### src/rtl/imem_loader_if.sv
// Byte-stream and instruction-memory write bundle for imem_loader.
// The master side feeds bytes and observes the memory writes (the
// boot host and the instruction memory). The slave side is the loader.
interface imem_loader_if #(
   parameter int ADDR_W = 7
);
   logic              rx_valid;
   logic [7:0]        rx_data;
   logic              rx_ready;
   logic              imem_we;
   logic [ADDR_W-1:0] imem_addr;
   logic [31:0]       imem_wdata;

   modport master (
      output rx_valid, rx_data,
      input  rx_ready, imem_we, imem_addr, imem_wdata
   );

   modport slave (
      input  rx_valid, rx_data,
      output rx_ready, imem_we, imem_addr, imem_wdata
   );
endinterface

### src/rtl/imem_loader.sv
// Boot-time instruction memory loader.
// Accepts LEN_LO, LEN_HI (word count N), then 4*N little-endian data bytes,
// writes each assembled word to consecutive word addresses from 0 and keeps
// the core in reset until the image is complete.
// Optional feature macro: IMEM_LOADER_CHECKSUM_EN adds a trailing XOR
// checksum byte; a mismatch aborts into the error state.
module imem_loader #(
   parameter int DEPTH  = 128,
   parameter int ADDR_W = 7
) (
   input  logic         clk,
   input  logic         reset,
   input  logic         start_i,
   imem_loader_if.slave bus,
   output logic         core_reset_o,
   output logic         busy_o,
   output logic         done_o,
   output logic         err_o
);

   typedef enum logic [2:0] {
      S_IDLE,
      S_LEN_LO,
      S_LEN_HI,
      S_DATA,
`ifdef IMEM_LOADER_CHECKSUM_EN
      S_CHECK,
`endif
      S_DONE,
      S_ERR
   } state_t;

   // Loading states: the stream is being consumed and the core is held.
   function automatic logic is_busy(input state_t s);
      return !(s inside {S_IDLE, S_DONE, S_ERR});
   endfunction

   state_t            state_q, state_d;
   logic              drain_q, drain_d;
   logic              rx_ready_q;
   logic              busy_q;
   logic              core_reset_q;
   logic              done_q;
   logic              err_q;

   logic [7:0]        len_lo_q;
   logic [ADDR_W-1:0] len_m1_q;
   logic [ADDR_W-1:0] word_idx_q;
   logic [1:0]        byte_idx_q;
   logic [23:0]       asm_q;
   logic              we_q;
   logic [ADDR_W-1:0] addr_q;
   logic [31:0]       wdata_q;
`ifdef IMEM_LOADER_CHECKSUM_EN
   logic [7:0]        csum_q;
`endif

   logic        accept;
   logic        start_go;
   logic [15:0] len_w;
   logic        len_ok;
   logic        word_done;
   logic        last_word;

   assign accept    = bus.rx_valid && rx_ready_q;
   assign start_go  = start_i && !is_busy(state_q);
   assign len_w     = {bus.rx_data, len_lo_q};
   assign len_ok    = (len_w != 16'd0) && ({16'd0, len_w} <= 32'(DEPTH));
   assign word_done = accept && (state_q == S_DATA) && (byte_idx_q == 2'd3);
   assign last_word = (word_idx_q == len_m1_q);

   // Next-state selection. Without the checksum, the final word takes one
   // extra DATA cycle (drain) so DONE follows the last write pulse.
   always_comb begin
      // NOTE: every output of a combinational block gets a default first,
      // so no path leaves it unassigned and no latch is inferred.
      state_d = state_q;
      drain_d = 1'b0;
      case (state_q)
         S_IDLE, S_DONE, S_ERR: if (start_i) state_d = S_LEN_LO;
         S_LEN_LO:              if (accept) state_d = S_LEN_HI;
         S_LEN_HI:              if (accept) state_d = len_ok ? S_DATA : S_ERR;
         S_DATA: begin
            if (drain_q) begin
               state_d = S_DONE;
            end else if (word_done && last_word) begin
`ifdef IMEM_LOADER_CHECKSUM_EN
               state_d = S_CHECK;
`else
               drain_d = 1'b1;
`endif
            end
         end
`ifdef IMEM_LOADER_CHECKSUM_EN
         S_CHECK: if (accept) state_d = (bus.rx_data == csum_q) ? S_DONE : S_ERR;
`endif
         default: state_d = S_IDLE;
      endcase
   end

   // State register with all status outputs registered from the next state.
   always_ff @(posedge clk or posedge reset) begin
      if (reset) begin
         state_q      <= S_IDLE;
         drain_q      <= 1'b0;
         rx_ready_q   <= 1'b0;
         busy_q       <= 1'b0;
         core_reset_q <= 1'b1;
         done_q       <= 1'b0;
         err_q        <= 1'b0;
      end else begin
         // NOTE: sequential state uses non-blocking assignments so every
         // register samples pre-edge values regardless of statement order.
         state_q      <= state_d;
         drain_q      <= drain_d;
         rx_ready_q   <= is_busy(state_d) && !drain_d;
         busy_q       <= is_busy(state_d);
         core_reset_q <= (state_d != S_DONE);
         done_q       <= (state_d == S_DONE);
         err_q        <= (state_d == S_ERR);
      end
   end

   // Length capture, word assembly, write strobe and checksum accumulation.
   always_ff @(posedge clk or posedge reset) begin
      if (reset) begin
         len_lo_q   <= '0;
         len_m1_q   <= '0;
         word_idx_q <= '0;
         byte_idx_q <= '0;
         asm_q      <= '0;
         we_q       <= 1'b0;
         addr_q     <= '0;
         wdata_q    <= '0;
`ifdef IMEM_LOADER_CHECKSUM_EN
         csum_q     <= '0;
`endif
      end else begin
         we_q <= 1'b0;
         if (start_go) begin
            word_idx_q <= '0;
            byte_idx_q <= '0;
`ifdef IMEM_LOADER_CHECKSUM_EN
            csum_q     <= '0;
`endif
         end
         if (accept) begin
            case (state_q)
               S_LEN_LO: len_lo_q <= bus.rx_data;
               S_LEN_HI: len_m1_q <= ADDR_W'(len_w - 16'd1);
               S_DATA: begin
                  byte_idx_q <= byte_idx_q + 2'd1;
`ifdef IMEM_LOADER_CHECKSUM_EN
                  csum_q     <= csum_q ^ bus.rx_data;
`endif
                  case (byte_idx_q)
                     2'd0: asm_q[7:0]   <= bus.rx_data;
                     2'd1: asm_q[15:8]  <= bus.rx_data;
                     2'd2: asm_q[23:16] <= bus.rx_data;
                     default: begin
                        wdata_q <= {bus.rx_data, asm_q};
                        addr_q  <= word_idx_q;
                        we_q    <= 1'b1;
                        if (!last_word) word_idx_q <= word_idx_q + 1'b1;
                     end
                  endcase
               end
               default: ;
            endcase
         end
      end
   end

   assign bus.rx_ready   = rx_ready_q;
   assign bus.imem_we    = we_q;
   assign bus.imem_addr  = addr_q;
   assign bus.imem_wdata = wdata_q;
   assign core_reset_o   = core_reset_q;
   assign busy_o         = busy_q;
   assign done_o         = done_q;
   assign err_o          = err_q;

endmodule

### src/flat_wrapper.sv
// flat-port wrapper written by rule: the top's interface ports become plain ports
module imem_loader_flat 
#(
   parameter int DEPTH  = 128,
   parameter int ADDR_W = 7
)
  (clk, reset, start_i, core_reset_o, busy_o, done_o, err_o, bus_rx_valid, bus_rx_data, bus_rx_ready, bus_imem_we, bus_imem_addr, bus_imem_wdata);
  imem_loader_if #(.ADDR_W(ADDR_W)) bus_i ();
  input  logic clk;
  input  logic reset;
  input  logic start_i;
  output logic core_reset_o;
  output logic busy_o;
  output logic done_o;
  output logic err_o;
  input wire logic [$bits(bus_i.rx_valid)-1:0] bus_rx_valid;
  input wire logic [$bits(bus_i.rx_data)-1:0] bus_rx_data;
  output wire logic [$bits(bus_i.rx_ready)-1:0] bus_rx_ready;
  output wire logic [$bits(bus_i.imem_we)-1:0] bus_imem_we;
  output wire logic [$bits(bus_i.imem_addr)-1:0] bus_imem_addr;
  output wire logic [$bits(bus_i.imem_wdata)-1:0] bus_imem_wdata;
  assign bus_i.rx_valid = bus_rx_valid;
  assign bus_i.rx_data = bus_rx_data;
  assign bus_rx_ready = bus_i.rx_ready;
  assign bus_imem_we = bus_i.imem_we;
  assign bus_imem_addr = bus_i.imem_addr;
  assign bus_imem_wdata = bus_i.imem_wdata;
  imem_loader #(.DEPTH(DEPTH), .ADDR_W(ADDR_W)) u_core (.clk(clk), .reset(reset), .start_i(start_i), .bus(bus_i), .core_reset_o(core_reset_o), .busy_o(busy_o), .done_o(done_o), .err_o(err_o));
endmodule
### config.mk
export PLATFORM = sky130hd
export DESIGN_NAME = imem_loader_flat
export DESIGN_NICKNAME = d
export VERILOG_FILES = /design/src/rtl/imem_loader_if.sv /design/src/rtl/imem_loader.sv /design/src/flat_wrapper.sv
export SDC_FILE = /design/constraint.sdc
export NUM_CORES = 1
export LEC_CHECK = 0
export CAP_MARGIN = 40
export CORE_ASPECT_RATIO = 1.1
export CORE_MARGIN = 2
export CORE_UTILIZATION = 47
export CTS_BUF_LIST = sky130_fd_sc_hd__clkbuf_8
export DETAILED_ROUTE_END_ITERATION = 8
export PLACE_DENSITY = 0.7
export SLEW_MARGIN = 20
export SYNTH_ARGS = -nofsm -noshare
export SYNTH_HDL_FRONTEND = slang
export SYNTH_SLANG_ARGS = --single-unit
### constraint.sdc
create_clock -name clk -period 4.12 [get_ports clk]
set_input_delay 0.824 -clock clk [delete_from_list [all_inputs] [get_ports clk]]
set_output_delay 0.824 -clock clk [all_outputs]
set_load 0.005 [all_outputs]
==> impl_metrics.sql <==
INSERT INTO impl_metrics (metric_group, metric, value, unit) VALUES
('run_status', 'status', 'finished clean', ''),
('timing', 'fmaxAchievable', '368', 'MHz'),
('synthesis', 'async_reset_ff_share', '100', '%'),
('synthesis', 'ys_seq_elements', '97', ''),
('timing', 'grt_setup_unrepaired', 'no', ''),
('hold_path', 'worstHoldPathType', 'reg2reg', ''),
('power_and_ir_drop', 'vdd_ir_drop_max', '262', 'uV'),
('timing', 'slew_viol_final', '0', ''),
('cells_and_area', 'num-fill-cells', '727', ''),
('worst_setup_path', 'critical_path.cell_chain', 'clkdlybuf4s50_1, and4b_1, nand3_4, a211oi_1, mux2i_1', ''),
('clock_network', 'clk_latency', '0.36', 'ns'),
('worst_setup_path', 'worst_ep_required_time', '4.39', 'ns'),
('routing', 'vias', '2566', ''),
('cells_and_area', 'antennaDiodeCount', '0', ''),
('worst_setup_path', 'path_max_fanout', '46', ''),
('worst_setup_path', 'timing.rr.start', 'u_core.state_q[2]', ''),
('die', 'full_die_area', '9940', 'sq um'),
('synthesis', 'synth_cell_types', '49', ''),
('hold_path', 'min_delay_startpoint', 'u_core.len_lo_q[0]', ''),
('placed_design', 'setup_slack_after_placement', '0.986', 'ns'),
('timing', 'fin_skew', '0.0148', 'ns'),
('synthesis', 'syn_area_per_cell', '13.8', 'sq um'),
('die', 'floorplan.io_pins', '57', ''),
('synthesis', 'postSynth.topFlopCell', 'sky130_fd_sc_hd__dfrtp_1', ''),
('clock_network', 'hold_buffers', '0', ''),
('cells_and_area', 'layoutNonFillerInstCount', '485', ''),
('cells_and_area', 'layout.cells.most_common', 'sky130_fd_sc_hd__dfrtp_1', ''),
('routing', 'antenna_violating_nets_post_route', '0', ''),
('cells_and_area', 'final_layout_size_suffix_gt1_share', '25.6', '%'),
('clock_network', 'clock_tree_from_tritoncts', 'built', ''),
('routing', 'drt-pass1-iter-count', '4', ''),
('power_and_ir_drop', 'pwr_density_cell', '534', 'nW/um^2'),
('die', 'die_outline_height', '104', 'um'),
('worst_setup_path', 'startpoint', 'bus_rx_valid', ''),
('global_route', 'vias_in_the_first_global_route', '2560', ''),
('clock_network', 'tritoncts.num_buffers', '9', ''),
('clock_network', 'cts.repair_timing.setup_buffer_count', '0', ''),
('routing', 'drcViolationCount', '0', ''),
('timing', 'timing_worst_slew_pin_value', '0.869', 'ns'),
('run', 'count_of_maximum_capacitance_violations', '0', ''),
('cells_and_area', 'mostFrequentLayoutCells', 'sky130_fd_sc_hd__dfrtp_1 (96), sky130_fd_sc_hd__clkdlybuf4s50_1 (56), sky130_fd_sc_hd__mux2_2 (43), sky130_fd_sc_hd__nand2_1 (27), sky130_fd_sc_hd__mux2_4 (24)', ''),
('placed_design', 'port_buffers', '56', ''),
('timing', 'finalSetupTns', '0', 'ns'),
('power_and_ir_drop', 'cellLeakagePower', '0.00242', 'uW'),
('synthesis', 'ys_seq_area_share', '56.4', '%'),
('timing', 'min_period_over_period', '66.0', '%'),
('global_route', 'gr-total-overflow', '0', ''),
('clock_network', 'clock_tree.buffer_depth', '2', ''),
('timing', 'timing.max_slew.rel_slack', '41.7', '%'),
('die', 'core_area', '8870', 'sq um'),
('clock_network', 'clock_sinks', '97', ''),
('placed_design', 'detailedPlacementHpwl', '5.40', 'mm'),
('die', 'row_count', '36', ''),
('synthesis', 'gate_count_post_synth', '311', ''),
('worst_setup_path', 'crit_start_category', 'input port', ''),
('timing', 'final-hold-violation-count', '0', ''),
('cells_and_area', 'layout.area.seq', '2430', 'sq um'),
('timing', 'layout_setup_ws', '1.40', 'ns'),
('placed_design', 'placed_area', '4910', 'sq um'),
('clock_network', 'cts_repair_resize_count', '0', ''),
('cells_and_area', 'finalNetCount', '386', ''),
('clock_network', 'cts-htree-levels', '3', ''),
('routing', 'initialDrtViolationCount', '100', ''),
('routing', 'vias_per_cell', '5.29', ''),
('placed_design', 'gp_routability_congestion', '0.872', ''),
('global_route', 'wire_length_of_the_first_global_routing_pass', '13.3', 'mm'),
('die', 'die-width', '95.3', 'um'),
('cells_and_area', 'multiInputGateArea', '1730', 'sq um'),
('global_route', 'grt_start_max_net_pins', '47', ''),
('routing', 'drt-total-wl', '7.82', 'mm'),
('die', 'start_util', '48.5', '%');
-- cells in the mapped netlist, drive strengths merged, types with 2 or more instances --
cell type,number,area (sq um)
mux2i,7,70.1
nand4,3,18.8
nor3,5,25.0
o31a,2,17.5
a21boi,2,15.0
clkbuf,2,7.51
nor4,4,31.3
buf,11,109
a21oi,6,33.8
and2,3,21.3
nand2,30,161
nor2,6,22.5
mux2,69,867
nand3,5,37.5
xnor2,2,17.5
dfrtp,96,2400
inv,9,33.8
o21ai,11,55.1
nand2b,2,12.5
xor2,10,87.6
a211oi,4,30.0
ha,7,87.6
-- registers in the layout, summed over array words and instances (netlist names) --
signal                 flops
u_core.len_lo_q            8
u_core.busy_o              1
u_core.bus.imem_addr       7
u_core.done_o              1
u_core.err_o               1
u_core.bus.rx_ready        1
u_core.byte_idx_q          2
u_core.drain_q             1
u_core.len_m1_q            7
u_core.state_q             3
u_core.bus.imem_we         1
u_core.asm_q              24
u_core.core_reset_o        1
u_core.bus.imem_wdata     32
u_core.word_idx_q          7
-- cell type report --
cell class,instances,area share [%]
flip-flops and latches,97,47.7
multi-input cells,192,33.9
repair buffers,58,11.3
well taps,114,2.80
clock buffers,10,2.70
clock inverters,5,0.885
inverters,9,0.713
-- power breakdown --
part           leakage (uW)  switching, uW  internal [uW]
clock             0.0000917            339            244
sequential          0.00129            184           1180
combinational       0.00104            341            432
total               0.00242            864           1850
-- routing by layer --
layer  GRT usage (%)  vias to the layer above  wire, um  part of all wire, %
met2            26.7                       44      3870                   50
met4            4.97                        0        77                 0.98
met1            25.3                     1307      3620                   46
met3            3.55                        4       250                  3.2
li1                -                     1211         -                    -
met5               0                        -         0                    0
-- path summary, 6_finish.rpt --
| check | to | slack (ns) | depth (start not counted) |
|---|---|---|---|
| worst max-delay path | u_core.word_idx_q[5] | 1.40 | 5 |
| worst min-delay path | u_core.len_m1_q[0] | 0.49 | 1 |
| worst max register to register | u_core.word_idx_q[5] | 1.81 | 4 |
| worst min register to register | u_core.len_m1_q[0] | 0.49 | 1 |
| max in group asynchronous | u_core.core_reset_o | 2.47 | 3 |
| min in group asynchronous | u_core.bus.imem_wdata[10] | 0.84 | 2 |
-- cell families after synthesis --
logic type | after synthesis | share of synthesized area, %
AOI/OAI and AO/OA | 32 | 4.77
xor gates and xnor gates | 12 | 2.44
adders and majority gates | 7 | 2.03
buffers and inverters | 22 | 3.49
DFF | 97 | 56.4
muxes | 76 | 21.8
and+or+nand+nor | 65 | 9.10
-- metrics by stage --
stage | utilization [%] | power (uW)
6_report | 57.4 | 2720
4_1_cts | 57.4 | 2740
3_3_place_gp | 55.3 | 2130
3_5_place_dp | 55.3 | 2160
2_1_floorplan | - | 1930
5_1_grt | 57.4 | 2900
-- critical path: cells and delay by family --
| kind | cells | cell delay (ns) |
|---|---|---|
| AO/OA/AOI/OAI | 1 | 0.51 |
| buffers and inverters | 1 | 0.50 |
| multiplexers | 1 | 0.27 |
| AND/OR/NAND/NOR | 2 | 0.87 |
Power figures use the tool's default switching activity.
